$ cat src/rtl/unid_controle_mc_pkg.sv
// Shared encodings for the multi-cycle MIPS control unit: states, ALU ops,
// opcode/funct values and the ALU/PC operand-select codes.
package unid_controle_mc_pkg;

  typedef enum logic [3:0] {
    S_FETCH    = 4'd0,
    S_DECODE   = 4'd1,
    S_EXEC_R   = 4'd2,
    S_EXEC_I   = 4'd3,
    S_MEM_ADDR = 4'd4,
    S_MEM_RD   = 4'd5,
    S_MEM_WR   = 4'd6,
    S_WB_R     = 4'd7,
    S_WB_I     = 4'd8,
    S_WB_MEM   = 4'd9,
    S_BRANCH   = 4'd10,
    S_JUMP     = 4'd11,
    S_TRAP     = 4'd12
  } state_t;

  // Must stay identical to the ALU's own OP table.
  typedef enum logic [3:0] {
    ALU_ADD  = 4'd0,
    ALU_SUB  = 4'd1,
    ALU_AND  = 4'd2,
    ALU_OR   = 4'd3,
    ALU_XOR  = 4'd4,
    ALU_NOR  = 4'd5,
    ALU_SLT  = 4'd6,
    ALU_SLTU = 4'd7,
    ALU_SLL  = 4'd8,
    ALU_SRL  = 4'd9,
    ALU_SRA  = 4'd10,
    ALU_LUI  = 4'd11
  } alu_op_t;

  localparam logic [5:0] OPC_RTYPE = 6'h00;
  localparam logic [5:0] OPC_J     = 6'h02;
  localparam logic [5:0] OPC_BEQ   = 6'h04;
  localparam logic [5:0] OPC_BNE   = 6'h05;
  localparam logic [5:0] OPC_ADDI  = 6'h08;
  localparam logic [5:0] OPC_SLTI  = 6'h0A;
  localparam logic [5:0] OPC_SLTIU = 6'h0B;
  localparam logic [5:0] OPC_ANDI  = 6'h0C;
  localparam logic [5:0] OPC_ORI   = 6'h0D;
  localparam logic [5:0] OPC_XORI  = 6'h0E;
  localparam logic [5:0] OPC_LUI   = 6'h0F;
  localparam logic [5:0] OPC_LW    = 6'h23;
  localparam logic [5:0] OPC_SW    = 6'h2B;

  localparam logic [5:0] FN_SLLV = 6'h04;
  localparam logic [5:0] FN_SRLV = 6'h06;
  localparam logic [5:0] FN_SRAV = 6'h07;
  localparam logic [5:0] FN_ADD  = 6'h20;
  localparam logic [5:0] FN_SUB  = 6'h22;
  localparam logic [5:0] FN_AND  = 6'h24;
  localparam logic [5:0] FN_OR   = 6'h25;
  localparam logic [5:0] FN_XOR  = 6'h26;
  localparam logic [5:0] FN_NOR  = 6'h27;
  localparam logic [5:0] FN_SLT  = 6'h2A;
  localparam logic [5:0] FN_SLTU = 6'h2B;

  localparam logic [1:0] SRCB_REG = 2'b00;
  localparam logic [1:0] SRCB_4   = 2'b01;
  localparam logic [1:0] SRCB_IMM = 2'b10;
  localparam logic [1:0] SRCB_BR  = 2'b11;

  localparam logic [1:0] PCSRC_ALU    = 2'b00;
  localparam logic [1:0] PCSRC_ALUOUT = 2'b01;
  localparam logic [1:0] PCSRC_JUMP   = 2'b10;

  function automatic logic is_itype(input logic [5:0] opc);
    return (opc == OPC_ADDI) || (opc == OPC_SLTI) || (opc == OPC_SLTIU) ||
           (opc == OPC_ANDI) || (opc == OPC_ORI)  || (opc == OPC_XORI)  ||
           (opc == OPC_LUI);
  endfunction

endpackage

$ cat src/rtl/unid_controle_mc_ula_op_dec.sv
// R-type funct -> ALU OP decoder; purely combinational, valid=0 for unknown funct.
module ula_op_dec
  import unid_controle_mc_pkg::*;
(
  input  logic [5:0] funct,
  output logic [3:0] op,
  output logic       valid
);

  always_comb begin
    op    = ALU_ADD;
    valid = 1'b1;
    case (funct)
      FN_ADD:  op = ALU_ADD;
      FN_SUB:  op = ALU_SUB;
      FN_AND:  op = ALU_AND;
      FN_OR:   op = ALU_OR;
      FN_XOR:  op = ALU_XOR;
      FN_NOR:  op = ALU_NOR;
      FN_SLT:  op = ALU_SLT;
      FN_SLTU: op = ALU_SLTU;
      FN_SLLV: op = ALU_SLL;
      FN_SRLV: op = ALU_SRL;
      FN_SRAV: op = ALU_SRA;
      default: valid = 1'b0;
    endcase
  end

endmodule

$ cat src/rtl/unid_controle_mc.sv
// Multi-cycle MIPS control FSM (FETCH..WRITEBACK) driving ALU OP, operand selects and strobes.
// CTRL_ILLEGAL_TRAP_EN: illegal instructions park in TRAP; otherwise they retire as a NOP.
module unid_controle_mc
  import unid_controle_mc_pkg::*;
#(
  parameter logic [3:0] RESET_STATE = 4'd0
)
(
  input  logic       clk,
  input  logic       rst,
  input  logic [5:0] opcode,
  input  logic [5:0] funct,
  input  logic       Zero_flag,
  input  logic       mem_ready,
  output logic [3:0] OP,
  output logic       alu_src_a,
  output logic [1:0] alu_src_b,
  output logic       imm_zext,
  output logic       pc_write,
  output logic [1:0] pc_src,
  output logic       iord,
  output logic       mem_read,
  output logic       mem_write,
  output logic       ir_write,
  output logic       reg_dst,
  output logic       mem_to_reg,
  output logic       reg_write,
  output logic       illegal,
  output logic [3:0] state_dbg
);

`ifdef CTRL_ILLEGAL_TRAP_EN
  localparam logic TRAP_EN = 1'b1;
`else
  localparam logic TRAP_EN = 1'b0;
`endif
  localparam state_t ILL_NXT = TRAP_EN ? S_TRAP : S_FETCH;

  state_t     state, nxt;
  logic [3:0] fn_op;
  logic       fn_vld;

  ula_op_dec u_ula_op_dec (
    .funct (funct),
    .op    (fn_op),
    .valid (fn_vld)
  );

  always_ff @(posedge clk or posedge rst) begin
    if (rst) state <= state_t'(RESET_STATE);
    else     state <= nxt;
  end

  assign state_dbg = state;

  // Outputs are gated by rst so nothing is issued while reset is held.
  always_comb begin
    nxt        = state;
    OP         = ALU_ADD;
    alu_src_a  = 1'b0;
    alu_src_b  = SRCB_REG;
    imm_zext   = 1'b0;
    pc_write   = 1'b0;
    pc_src     = PCSRC_ALU;
    iord       = 1'b0;
    mem_read   = 1'b0;
    mem_write  = 1'b0;
    ir_write   = 1'b0;
    reg_dst    = 1'b0;
    mem_to_reg = 1'b0;
    reg_write  = 1'b0;
    illegal    = 1'b0;
    if (!rst) begin
      case (state)
        S_FETCH: begin
          mem_read  = 1'b1;
          alu_src_b = SRCB_4;
          pc_src    = PCSRC_ALU;
          ir_write  = mem_ready;
          pc_write  = mem_ready;
          if (mem_ready) nxt = S_DECODE;
        end
        S_DECODE: begin
          alu_src_b = SRCB_BR;
          if (opcode == OPC_RTYPE)                         nxt = S_EXEC_R;
          else if (is_itype(opcode))                       nxt = S_EXEC_I;
          else if (opcode == OPC_LW || opcode == OPC_SW)   nxt = S_MEM_ADDR;
          else if (opcode == OPC_BEQ || opcode == OPC_BNE) nxt = S_BRANCH;
          else if (opcode == OPC_J)                        nxt = S_JUMP;
          else begin
            illegal = ~TRAP_EN;
            nxt     = ILL_NXT;
          end
        end
        S_EXEC_R: begin
          alu_src_a = 1'b1;
          alu_src_b = SRCB_REG;
          OP        = fn_op;
          if (fn_vld) nxt = S_WB_R;
          else begin
            illegal = ~TRAP_EN;
            nxt     = ILL_NXT;
          end
        end
        S_EXEC_I: begin
          alu_src_a = 1'b1;
          alu_src_b = SRCB_IMM;
          case (opcode)
            OPC_SLTI:  OP = ALU_SLT;
            OPC_SLTIU: OP = ALU_SLTU;
            OPC_ANDI:  OP = ALU_AND;
            OPC_ORI:   OP = ALU_OR;
            OPC_XORI:  OP = ALU_XOR;
            OPC_LUI:   OP = ALU_LUI;
            default:   OP = ALU_ADD;
          endcase
          imm_zext = (opcode == OPC_ANDI) || (opcode == OPC_ORI) || (opcode == OPC_XORI);
          nxt      = S_WB_I;
        end
        S_WB_R: begin
          reg_dst   = 1'b1;
          reg_write = 1'b1;
          nxt       = S_FETCH;
        end
        S_WB_I: begin
          reg_write = 1'b1;
          nxt       = S_FETCH;
        end
        S_MEM_ADDR: begin
          alu_src_a = 1'b1;
          alu_src_b = SRCB_IMM;
          nxt       = (opcode == OPC_SW) ? S_MEM_WR : S_MEM_RD;
        end
        S_MEM_RD: begin
          mem_read = 1'b1;
          iord     = 1'b1;
          if (mem_ready) nxt = S_WB_MEM;
        end
        S_WB_MEM: begin
          reg_write  = 1'b1;
          mem_to_reg = 1'b1;
          nxt        = S_FETCH;
        end
        S_MEM_WR: begin
          mem_write = 1'b1;
          iord      = 1'b1;
          if (mem_ready) nxt = S_FETCH;
        end
        S_BRANCH: begin
          alu_src_a = 1'b1;
          alu_src_b = SRCB_REG;
          OP        = ALU_SUB;
          pc_src    = PCSRC_ALUOUT;
          pc_write  = ((opcode == OPC_BEQ) &&  Zero_flag) ||
                      ((opcode == OPC_BNE) && !Zero_flag);
          nxt       = S_FETCH;
        end
        S_JUMP: begin
          pc_src   = PCSRC_JUMP;
          pc_write = 1'b1;
          nxt      = S_FETCH;
        end
        S_TRAP: begin
          illegal = TRAP_EN;
          nxt     = ILL_NXT;
        end
        default: nxt = S_FETCH;
      endcase
    end
  end

endmodule

$ cat config.mk
export PLATFORM = sky130hd
export DESIGN_NAME = unid_controle_mc
export DESIGN_NICKNAME = d
export VERILOG_FILES = /design/src/rtl/unid_controle_mc_pkg.sv /design/src/rtl/unid_controle_mc_ula_op_dec.sv /design/src/rtl/unid_controle_mc.sv
export SDC_FILE = /design/constraint.sdc
export NUM_CORES = 1
export LEC_CHECK = 0
export BUFFER_PORTS_ARGS = -buffer_cell sky130_fd_sc_hd__buf_2
export CORE_UTILIZATION = 43
export CTS_CLUSTER_SIZE = 25
export DETAILED_ROUTE_END_ITERATION = 10
export PLACE_DENSITY = 0.76
export SETUP_SLACK_MARGIN = 0.4
export SKIP_CTS_REPAIR_TIMING = 1
export SLEW_MARGIN = 20
export SYNTH_ARGS = -nofsm -noshare
export SYNTH_HDL_FRONTEND = slang
export SYNTH_SLANG_ARGS = --single-unit
$ cat constraint.sdc
create_clock -name clk -period 1.55 [get_ports clk]
set_clock_uncertainty 0.1 [all_clocks]
set_input_delay 0.155 -clock clk [delete_from_list [all_inputs] [get_ports clk]]
set_output_delay 0.155 -clock clk [all_outputs]
set_load 0.01 [all_outputs]
==> results of run 1 <==
==> stage by stage <==
stage | setup slack, ns | hold WS (ns)
2_1_floorplan | 0.0540 | -0.134
3_3_place_gp | 0.0118 | 0.228
3_5_place_dp | -0.0368 | 0.224
4_1_cts | -0.325 | -0.0427
5_1_grt | -0.356 | 0.0271
6_report | -0.279 | 0.00551
==> cells by family after synthesis <==
kind of cell / count (synthesis) / synth area share [%]
simple gates: 67 / 42.5
compound gates: 41 / 30.1
buf+inv: 16 / 12.5
xor+xnor: 4 / 3.85
flops: 4 / 11.0
==> layer usage <==
layer,vias to the layer above,global-route usage [%],wire (um)
met3,13,5.28,238
met1,608,35.0,1390
li1,613,-,-
met2,88,44.9,1820
met4,0,11.7,110
met5,-,0,0
==> synthesized netlist by cell type, types with 2 or more instances <==
cell type and n:
o211ai_1 3, a21oi_1 11, nor4_1 5, inv_1 6
dfrtp_1 4, nor2b_1 5, nor3b_1 2, nor2_1 12
o211a_1 2, nand4_1 2, a32oi_1 2, o22ai_1 2
o2bb2ai_1 3, nand4b_1 2, buf_6 2, nand2b_1 2
nand2_1 16, clkbuf_1 2, o21ai_0 8, clkbuf_8 3
xor2_1 3, nand3_1 5, nor3_1 3, buf_4 2
and4_1 3
==> layout make-up <==
type | count | area share [%]
tap | 27 | 2.22
clock buffer | 4 | 1.73
multi-input combinational | 112 | 58.6
inverter | 6 | 1.81
sequential | 4 | 6.92
timing repair buffer | 66 | 28.7
==> where the power goes <==
| group | leakage (uW) | total, uW | switching [uW] | internal (uW) |
|---|---|---|---|---|
| Sequential | 0.0000476 | 201 | 64.6 | 137 |
| Combinational | 0.000607 | 1240 | 653 | 588 |
| Clock | 0.0000150 | 157 | 59.4 | 97.6 |
| Total | 0.000669 | 1600 | 777 | 822 |
==> worst min-delay path, delay by kind of cell <==
kind	cells	cell delay [ns]
buffers and inverters	3	0.55
==> final timing paths <==
check | endpoint | start | depth (start not counted)
setup / recovery | OP[1] | state_dbg[2] | 6
hold / removal | state_dbg[2] | rst | 3
setup reg to reg | state_dbg[1] | state_dbg[2] | 6
hold reg to reg | state_dbg[2] | state_dbg[2] | 2
max in group asynchronous | state_dbg[0] | rst | 3
min in group clk | state_dbg[3] | opcode[4] | 4
==> impl_metrics.toml, run 1 <==
[cts]
clock_path_buffers = 2
cts_tree = "built"
cts-buffers-inserted = 3
cts_root_buffer = "clkbuf_4"
clk_pin_slew_ns = 0.06
clk_latency_ns = 0.26
numClockSinks = 4
htreeDepth = 1

[setup_path]
critical_path_class = "register to output pin"
crit_chain = "nand2b_4, nor2_2, nand2_1, nand4b_1, o21ai_2, buf_2"
path_buf_inv = 1
end_kind = "output pin"
critPathSlowestCell = "dfrtp_2"
startpoint_type = "register"
critical_path.top_delay_family = "simple AND/OR/NAND/NOR gates"
reg2reg_slack_ns = -0.16
cp_max_fo = 4
cp.required_ns = 1.29
slowest_delay_ns = 0.44
worstPathArrival_ns = 1.57

[global_route]
grt_use_total_pct = 27.4
grt_max_degree = 10
antenna_found_initial = 0
first_global_vias = 1010
grt_first_pass_wirelength_um = 4360
overflow = 0

[placed_design]
dp_hpwl_um = 2470
dpl_cell_area_sq_mm = 0.00132
io_buffers = 38
dp_cells = 210
place_congestion = 0.918

[die]
core_sq_mm = 0.00198
row_count = 16
die_w_um = 48.0
die_y_um = 48.0
start_util_pct = 45.9
dieArea_sq_mm = 0.00230
ios = 39

[pwr]
power.density_mw_per_mm2 = 1050
p_leak_uw = 0.000669
p_total_uw = 1600
peakVddDrop_mv = 1.05

[logic_synthesis]
synthFlopType = "dfrtp_1"
synth-seq-area-share_pct = 11.0
ys_ff_latch = 4
synth_top_area_share_pct = 11.0
synth.distinct_cells = 47
synth_area_sq_um = 910
yosysTopAreaCell = "dfrtp_1"
synth_area_leaders = "dfrtp_1, nand2_1, a21oi_1"
synth_warnings = 0
synth_edf_count = 0
syn_avg_cell_area_sq_um = 6.89
netlist_instances = 132
synth_fp_nets = 148
async_flop_share_pct = 100

[routing]
ant_nets = 0
routed-via-count = 1322
vias_per_cell = 6.04
first_pass_iters = 4
post-route-drc-count = 0
routedWlPerCell_um = 16.3
routed_wl_um = 3560
drt_iter0_markers = 61

[finish]
drive_above_1_share_pct = 60.4
largest_register_ffs = 4
synthToLayoutAreaGrowth_pct = 67.0
final_common_cell = "buf_2"
design_area_sq_mm = 0.00152
fillers = 144
nets = 209
multi_input_area_sq_um = 891
layout_common_cells = "buf_2, buf_4, nand2_1, buf_6, o21ai_0"
diodes = 0
finalNonFillerCells = 219
final_core_util_pct = 76.6
regArea_sq_um = 105

[timing]
fin_setup_tns_ns = -3.76
post-route-period-util_pct = 118
tightest_slew_ns = 0.394
setup_violations = 23
rsz0062_at_grt = "yes"
hold_viol_final = 0
worst_slack_ns = -0.279
max_freq_mhz = 547
maxSlewHeadroom_pct = 73.7
period_needed_ns = 1.83
drv_slew = 0

[hold_path]
hold_class = "input port to async pin"

[run_status]
violations = "negative setup slack"
status = "finished, violations left"

[run]
drv_cap = 0
Note: power is estimated with default switching activity, not from simulation.
==> inputs of run 2 (changes only) <==
- ABC_AREA: default -> 1
- CORE_UTILIZATION: 43 -> 41
- PLACE_DENSITY: 0.76 -> 0.75
==> impl_metrics.toml, run 2 <==
[finish]
finalNonFillerCells = 241
nets = 234
fillers = 163
largest_register_ffs = 4
drive_above_1_share_pct = 44.4
design_area_sq_mm = 0.00130
layout_common_cells = "nand2_1, buf_2, nor2_1, inv_1, nand3_1"
synthToLayoutAreaGrowth_pct = 59.5
final_common_cell = "nand2_1"
multi_input_area_sq_um = 738
regArea_sq_um = 105
diodes = 0

[setup_path]
cp.required_ns = 1.29
critical_path.top_delay_family = "flip-flops"
path_buf_inv = 2
crit_chain = "nor2_4, buf_4, nand2_1, nor2_2, nor2_1, o21ai_1, buf_2"
cp_max_fo = 7
slowest_delay_ns = 0.46
end_kind = "output pin"
worstPathArrival_ns = 1.52
startpoint_type = "register"
critical_path_class = "register to output pin"
critPathSlowestCell = "dfrtp_2"

[placed_design]
dp_slack_ns = 0.0199
io_buffers = 38
place_congestion = 0.926
dpl_cell_area_sq_mm = 0.00116
dp_hpwl_um = 2130
dp_cells = 229

[die]
start_util_pct = 45.6
die_y_um = 46.5
die_w_um = 46.5
ios = 39
dieArea_sq_mm = 0.00217
core_sq_mm = 0.00178
row_count = 15

[hold_path]
hold_class = "input port to async pin"

[logic_synthesis]
ys_ff_latch = 4
yosysTopAreaCell = "nand2_1"
synth-compound-area-share_pct = 17.2
synth-seq-area-share_pct = 12.3
synth_area_leaders = "nand2_1, dfrtp_1, nor2_1"
synthFlopType = "dfrtp_1"
async_flop_share_pct = 100
synth_fp_nets = 178
netlist_instances = 162
synth_xor_area_share_pct = 0
synth_top_family_by_area = "simple AND/OR/NAND/NOR gates"
synth_top_area_share_pct = 22.2
synth_fa_ha_area_share_pct = 0
syn_avg_cell_area_sq_um = 5.02
yosys.area_share.simple_pct = 58.9
synth_warnings = 0
synth_area_sq_um = 813
synth_edf_count = 0
yosys-top-cells-count = "nand2_1, nor2_1, inv_1"
muxShareOfSynthArea_pct = 0
yosys.cell_count.top_type = "nand2_1"
synth.distinct_cells = 24

[timing]
hold_viol_final = 0
drv_slew = 0
maxSlewHeadroom_pct = 80.7
setup_violations = 16
period_needed_ns = 1.77
post-route-period-util_pct = 114
tightest_slew_ns = 0.286
rsz0062_at_grt = "yes"
max_freq_mhz = 565
worst_slack_ns = -0.221

[routing]
drt_iter0_markers = 26
routed-via-count = 1265
first_pass_iters = 4
post-route-drc-count = 0
ant_nets = 0
vias_per_cell = 5.25
routed_wl_um = 2830
routedWlPerCell_um = 11.7

[pwr]
p_total_uw = 1330
peakVddDrop_mv = 0.788
power.density_mw_per_mm2 = 1020
p_leak_uw = 0.000706

[cts]
numClockSinks = 4
cts_tree = "built"
cts_root_buffer = "clkbuf_4"
clk_pin_slew_ns = 0.04
htreeDepth = 1
cts-buffers-inserted = 3
clock_path_buffers = 2
clk_latency_ns = 0.23

[global_route]
antenna_found_initial = 0
overflow = 0
grt_use_total_pct = 25.4
grt_max_degree = 9
first_global_vias = 961
grt_first_pass_wirelength_um = 4060

[run_status]
status = "finished, violations left"
violations = "negative setup slack"

[run]
drv_cap = 0
run 2: cell types whose count changed after synthesis, sizes merged, moves of 5 or more:
cell	delta
clkbuf	-5
inv	+18
nand2	+33
nand3	+10
nor2	+18
nor2b	-5
run 2: final timing paths:
check,startpoint,to,slack [ns],depth (start not counted)
max in group asynchronous,rst,state_dbg[1],1.17,3
worst max register to register,state_dbg[0],state_dbg[2],-0.01,9
worst min register to register,state_dbg[0],state_dbg[0],0.52,2
worst max-delay path,state_dbg[2],pc_write,-0.22,7
worst min-delay path,rst,state_dbg[3],0.04,3
min in group clk,opcode[3],state_dbg[1],0.23,5
run 2: routing by layer:
metal	track usage, %	part of all wire (%)	vias up
met5	0	0	-
met4	1.18	0.64	0
met3	5.49	5.1	4
met2	42.5	50	54
met1	34.4	45	566
li1	-	-	641
run 2: cells by family (layout without fill, tap and decap cells):
family / count (synthesis) / count (layout)
AOI/OAI and AO/OA: 25 / 25
DFF: 4 / 4
and+or+nand+nor: 108 / 108
buffers and inverters: 25 / 79
run 2: cell type report:
class | count | share of cell area (%)
clock buffers | 3 | 1.74
inverters | 24 | 7.33
multi-input cells | 133 | 56.9
flip-flops and latches | 4 | 8.10
well taps | 25 | 2.41
repair buffers | 52 | 23.5
run 2: through the flow:
step,setup TNS (ns),util (%),hold slack [ns]
floorplan,0,-,-0.124
global placement,0,65.0,0.202
detailed placement,0,65.0,0.208
CTS,-1.85,66.2,-0.0379
global route,-3.54,72.8,0.0476
finish,-1.97,72.8,0.0410
run 2: power by group:
| part | switching [uW] | total [uW] | internal [uW] | leakage (uW) |
|---|---|---|---|---|
| clock | 40.2 | 127 | 86.4 | 0.0000138 |
| combinational | 561 | 971 | 410 | 0.000644 |
| sequential | 83.1 | 227 | 144 | 0.0000475 |
| total | 684 | 1330 | 641 | 0.000706 |
run 2: tightest hold or removal path, stage by stage:
cell and delay, ns:
buf_2 0.16, inv_1 0.19, buf_4 0.20
==> inputs of run 3 (changes only) <==
==> constraint.sdc (replaced) <==
create_clock -name clk -period 1.55 [get_ports clk]
set_clock_uncertainty 0.1 [all_clocks]
set_input_delay 0.465 -clock clk [delete_from_list [all_inputs] [get_ports clk]]
set_output_delay 0.465 -clock clk [all_outputs]
set_load 0.01 [all_outputs]
==> impl_metrics.toml, run 3 <==
[global_route]
grt_max_degree = 8
overflow = 6
grt_use_total_pct = 66.6

[cts]
cts_root_buffer = "clkbuf_4"
clock_path_buffers = 2
htreeDepth = 1
cts-buffers-inserted = 3
numClockSinks = 4

[logic_synthesis]
yosys.cell_count.top_type = "nand2_1"
synth_fp_nets = 178
yosys-top-cells-count = "nand2_1, nor2_1, inv_1"
synth_area_sq_um = 813
syn_avg_cell_area_sq_um = 5.02
async_flop_share_pct = 100
yosys.area_share.simple_pct = 58.9
ys_ff_latch = 4
synth_area_leaders = "nand2_1, dfrtp_1, nor2_1"
yosysTopAreaCell = "nand2_1"
netlist_instances = 162
muxShareOfSynthArea_pct = 0
synth_edf_count = 0
synth_fa_ha_area_share_pct = 0
synth.distinct_cells = 24
synth-compound-area-share_pct = 17.2
synth_top_area_share_pct = 22.2
synth-seq-area-share_pct = 12.3
synth_xor_area_share_pct = 0
synthFlopType = "dfrtp_1"
synth_warnings = 0
synth_top_family_by_area = "simple AND/OR/NAND/NOR gates"

[die]
die_w_um = 46.5
row_count = 15
die_y_um = 46.5
ios = 39
start_util_pct = 45.6

[run_status]
stop_stage = "5_1_grt"
stop_error = "[ERROR GRT-0232] Routing congestion too high. Check the congestion heatmap in the GUI."
status = "stopped before the end"

[placed_design]
dp_cells = 271
place_congestion = 0.894
io_buffers = 38
dpl_cell_area_sq_mm = 0.00155
dp_slack_ns = -0.478
dp_hpwl_um = 2700

[timing]
crit_endpoint = "OP[2]"
worst-ep-kind = "output port"
[run 3: cell counts after synthesis]
No cell type changed its count.
[run 3: cell families after synthesis]
family	Yosys count
flops	4
compound gates	25
buf+inv	25
simple gates	108
[run 3: per-layer routing]
layer,GRT overflow,GRT usage (%)
met5,0,2.86
met4,0,68.8
met3,0,46.7
met2,6,92.5
met1,0,60.9
[run 3: metrics by stage]
stage	util, %	hold slack (ns)
3_5_place_dp	86.7	0.507
2_1_floorplan	-	0.145
3_3_place_gp	86.7	0.492
4_1_cts	88.0	0.249
==> inputs of run 4 (changes only) <==
- CORE_AREA: default -> 2 2 63 65
- CORE_UTILIZATION: 41 -> default
- CTS_CLUSTER_SIZE: 25 -> default
- DIE_AREA: default -> 0 0 65 67
- PLACE_DENSITY: 0.75 -> default
- PLACE_DENSITY_LB_ADDON: default -> 0.15
- SETUP_SLACK_MARGIN: 0.4 -> default
- clock period: 1.55 -> 2.02 ns (I/O delays scaled with it)
==> impl_metrics.toml, run 4 (synthesis gave the netlist of run 2 again) <==
[finish]
drive_above_1_share_pct = 56.2
design_area_sq_mm = 0.00167
diodes = 0
final_common_cell = "buf_4"
synthToLayoutAreaGrowth_pct = 106
largest_register_ffs = 4
nets = 266
layout_common_cells = "buf_4, nand2_1, buf_2, nand3_1, nor2_1"

[global_route]
antenna_found_initial = 0
first_global_vias = 1144
grt_first_pass_wirelength_um = 4910
overflow = 0
grt_use_total_pct = 14.3
grt_max_degree = 7

[setup_path]
cp_max_fo = 4
critPathSlowestCell = "buf_2"
r2r_start = "state_dbg[3]"
startpoint = "funct[3]"
worstPathArrival_ns = 1.57
crit_chain = "buf_2, inv_1, nand2_2, nor2_4, nand2_1, nand2_1, nand3b_1, nand2_1, a21oi_2, buf_2"
cp.required_ns = 1.31
crit_top_cell = "nand2_1"
critical_path_class = "input port to output pin"
end_kind = "output pin"
path_buf_inv = 3
startpoint_type = "input port"
critical_path.top_delay_family = "simple AND/OR/NAND/NOR gates"
slowest_delay_ns = 0.13

[placed_design]
place_congestion = 0.817
dpl_cell_area_sq_mm = 0.00138
io_buffers = 38
dp_hpwl_um = 2560

[routing]
routedWlPerCell_um = 10.9
routed_wl_um = 3230
first_pass_iters = 4
vias_per_cell = 4.45
drt_iter0_markers = 30
ant_nets = 0
post-route-drc-count = 0
routed-via-count = 1322

[timing]
max_freq_mhz = 439
tightest_slew_ns = 0.238
maxSlewHeadroom_pct = 84.1
fin_setup_tns_ns = -1.74
drv_slew = 0
post-route-period-util_pct = 113
period_needed_ns = 2.28
worst_slack_ns = -0.256
rsz0062_at_grt = "yes"
setup_violations = 14
hold_viol_final = 0

[die]
die_y_um = 67
die_w_um = 65
start_util_pct = 22.6
dieArea_sq_mm = 0.00436
ios = 39
row_count = 22
core_sq_mm = 0.00361

[cts]
numClockSinks = 4
clk_pin_slew_ns = 0.03
cts-buffers-inserted = 3
htreeDepth = 1
clock_path_buffers = 2
cts_tree = "built"
cts_root_buffer = "clkbuf_8"
clk_latency_ns = 0.22

[hold_path]
hold_class = "input port to async pin"

[run_status]
violations = "negative setup slack"
status = "finished, violations left"

[pwr]
p_leak_uw = 0.000878
peakVddDrop_mv = 0.279
power.density_mw_per_mm2 = 702

[run]
drv_cap = 0
==> run 4: path summary, 6_finish.rpt <==
kind / endpoint / slack (ns) / depth (start not counted)
max: OP[0] / -0.26 / 10
max in group asynchronous: state_dbg[2] / 1.26 / 4
min: state_dbg[1] / 0.45 / 4
min in group clk: state_dbg[2] / 0.59 / 3
max reg2reg: state_dbg[0] / 0.43 / 12
min reg2reg: state_dbg[2] / 0.59 / 3
==> run 4: where the power goes <==
group	switching [uW]	internal, uW	total (uW)
Clock	40.7	135	175
Combinational	452	380	832
Sequential	58.2	110	168
==> run 4: layout make-up <==
cell class,instances,area [sq um]
repair buffers,84,578
multi-input cells,133,788
clock buffers,4,45.0
flip-flops and latches,4,104
fillers,370,1930
inverters,24,97.6
well taps,48,60.1
==> run 4: metal layers <==
layer / up-vias / wire length, um / track usage (%)
li1: 707 / - / -
met3: 0 / 166 / 2.70
met1: 580 / 1490 / 18.9
met2: 35 / 1570 / 24.6
met4: 0 / 0 / 1.60
met5: - / 0 / 0
==> run 4: metrics by stage <==
stage	power [uW]	hold WS [ns]	worst slack, ns	cells	util (%)
after floorplan	497	0.312	-0.0119	162	-
after global placement	819	0.590	-0.310	286	38.2
after detailed placement	813	0.582	-0.331	286	38.2
after CTS	997	0.463	-0.336	290	39.5
after global routing	1280	0.458	-0.344	297	46.4
final	1180	0.447	-0.256	297	46.4
==> run 4: tightest hold or removal path: stages <==
cell   delay (ns)
buf_4        0.15
inv_4        0.07
buf_4        0.12
buf_4        0.13
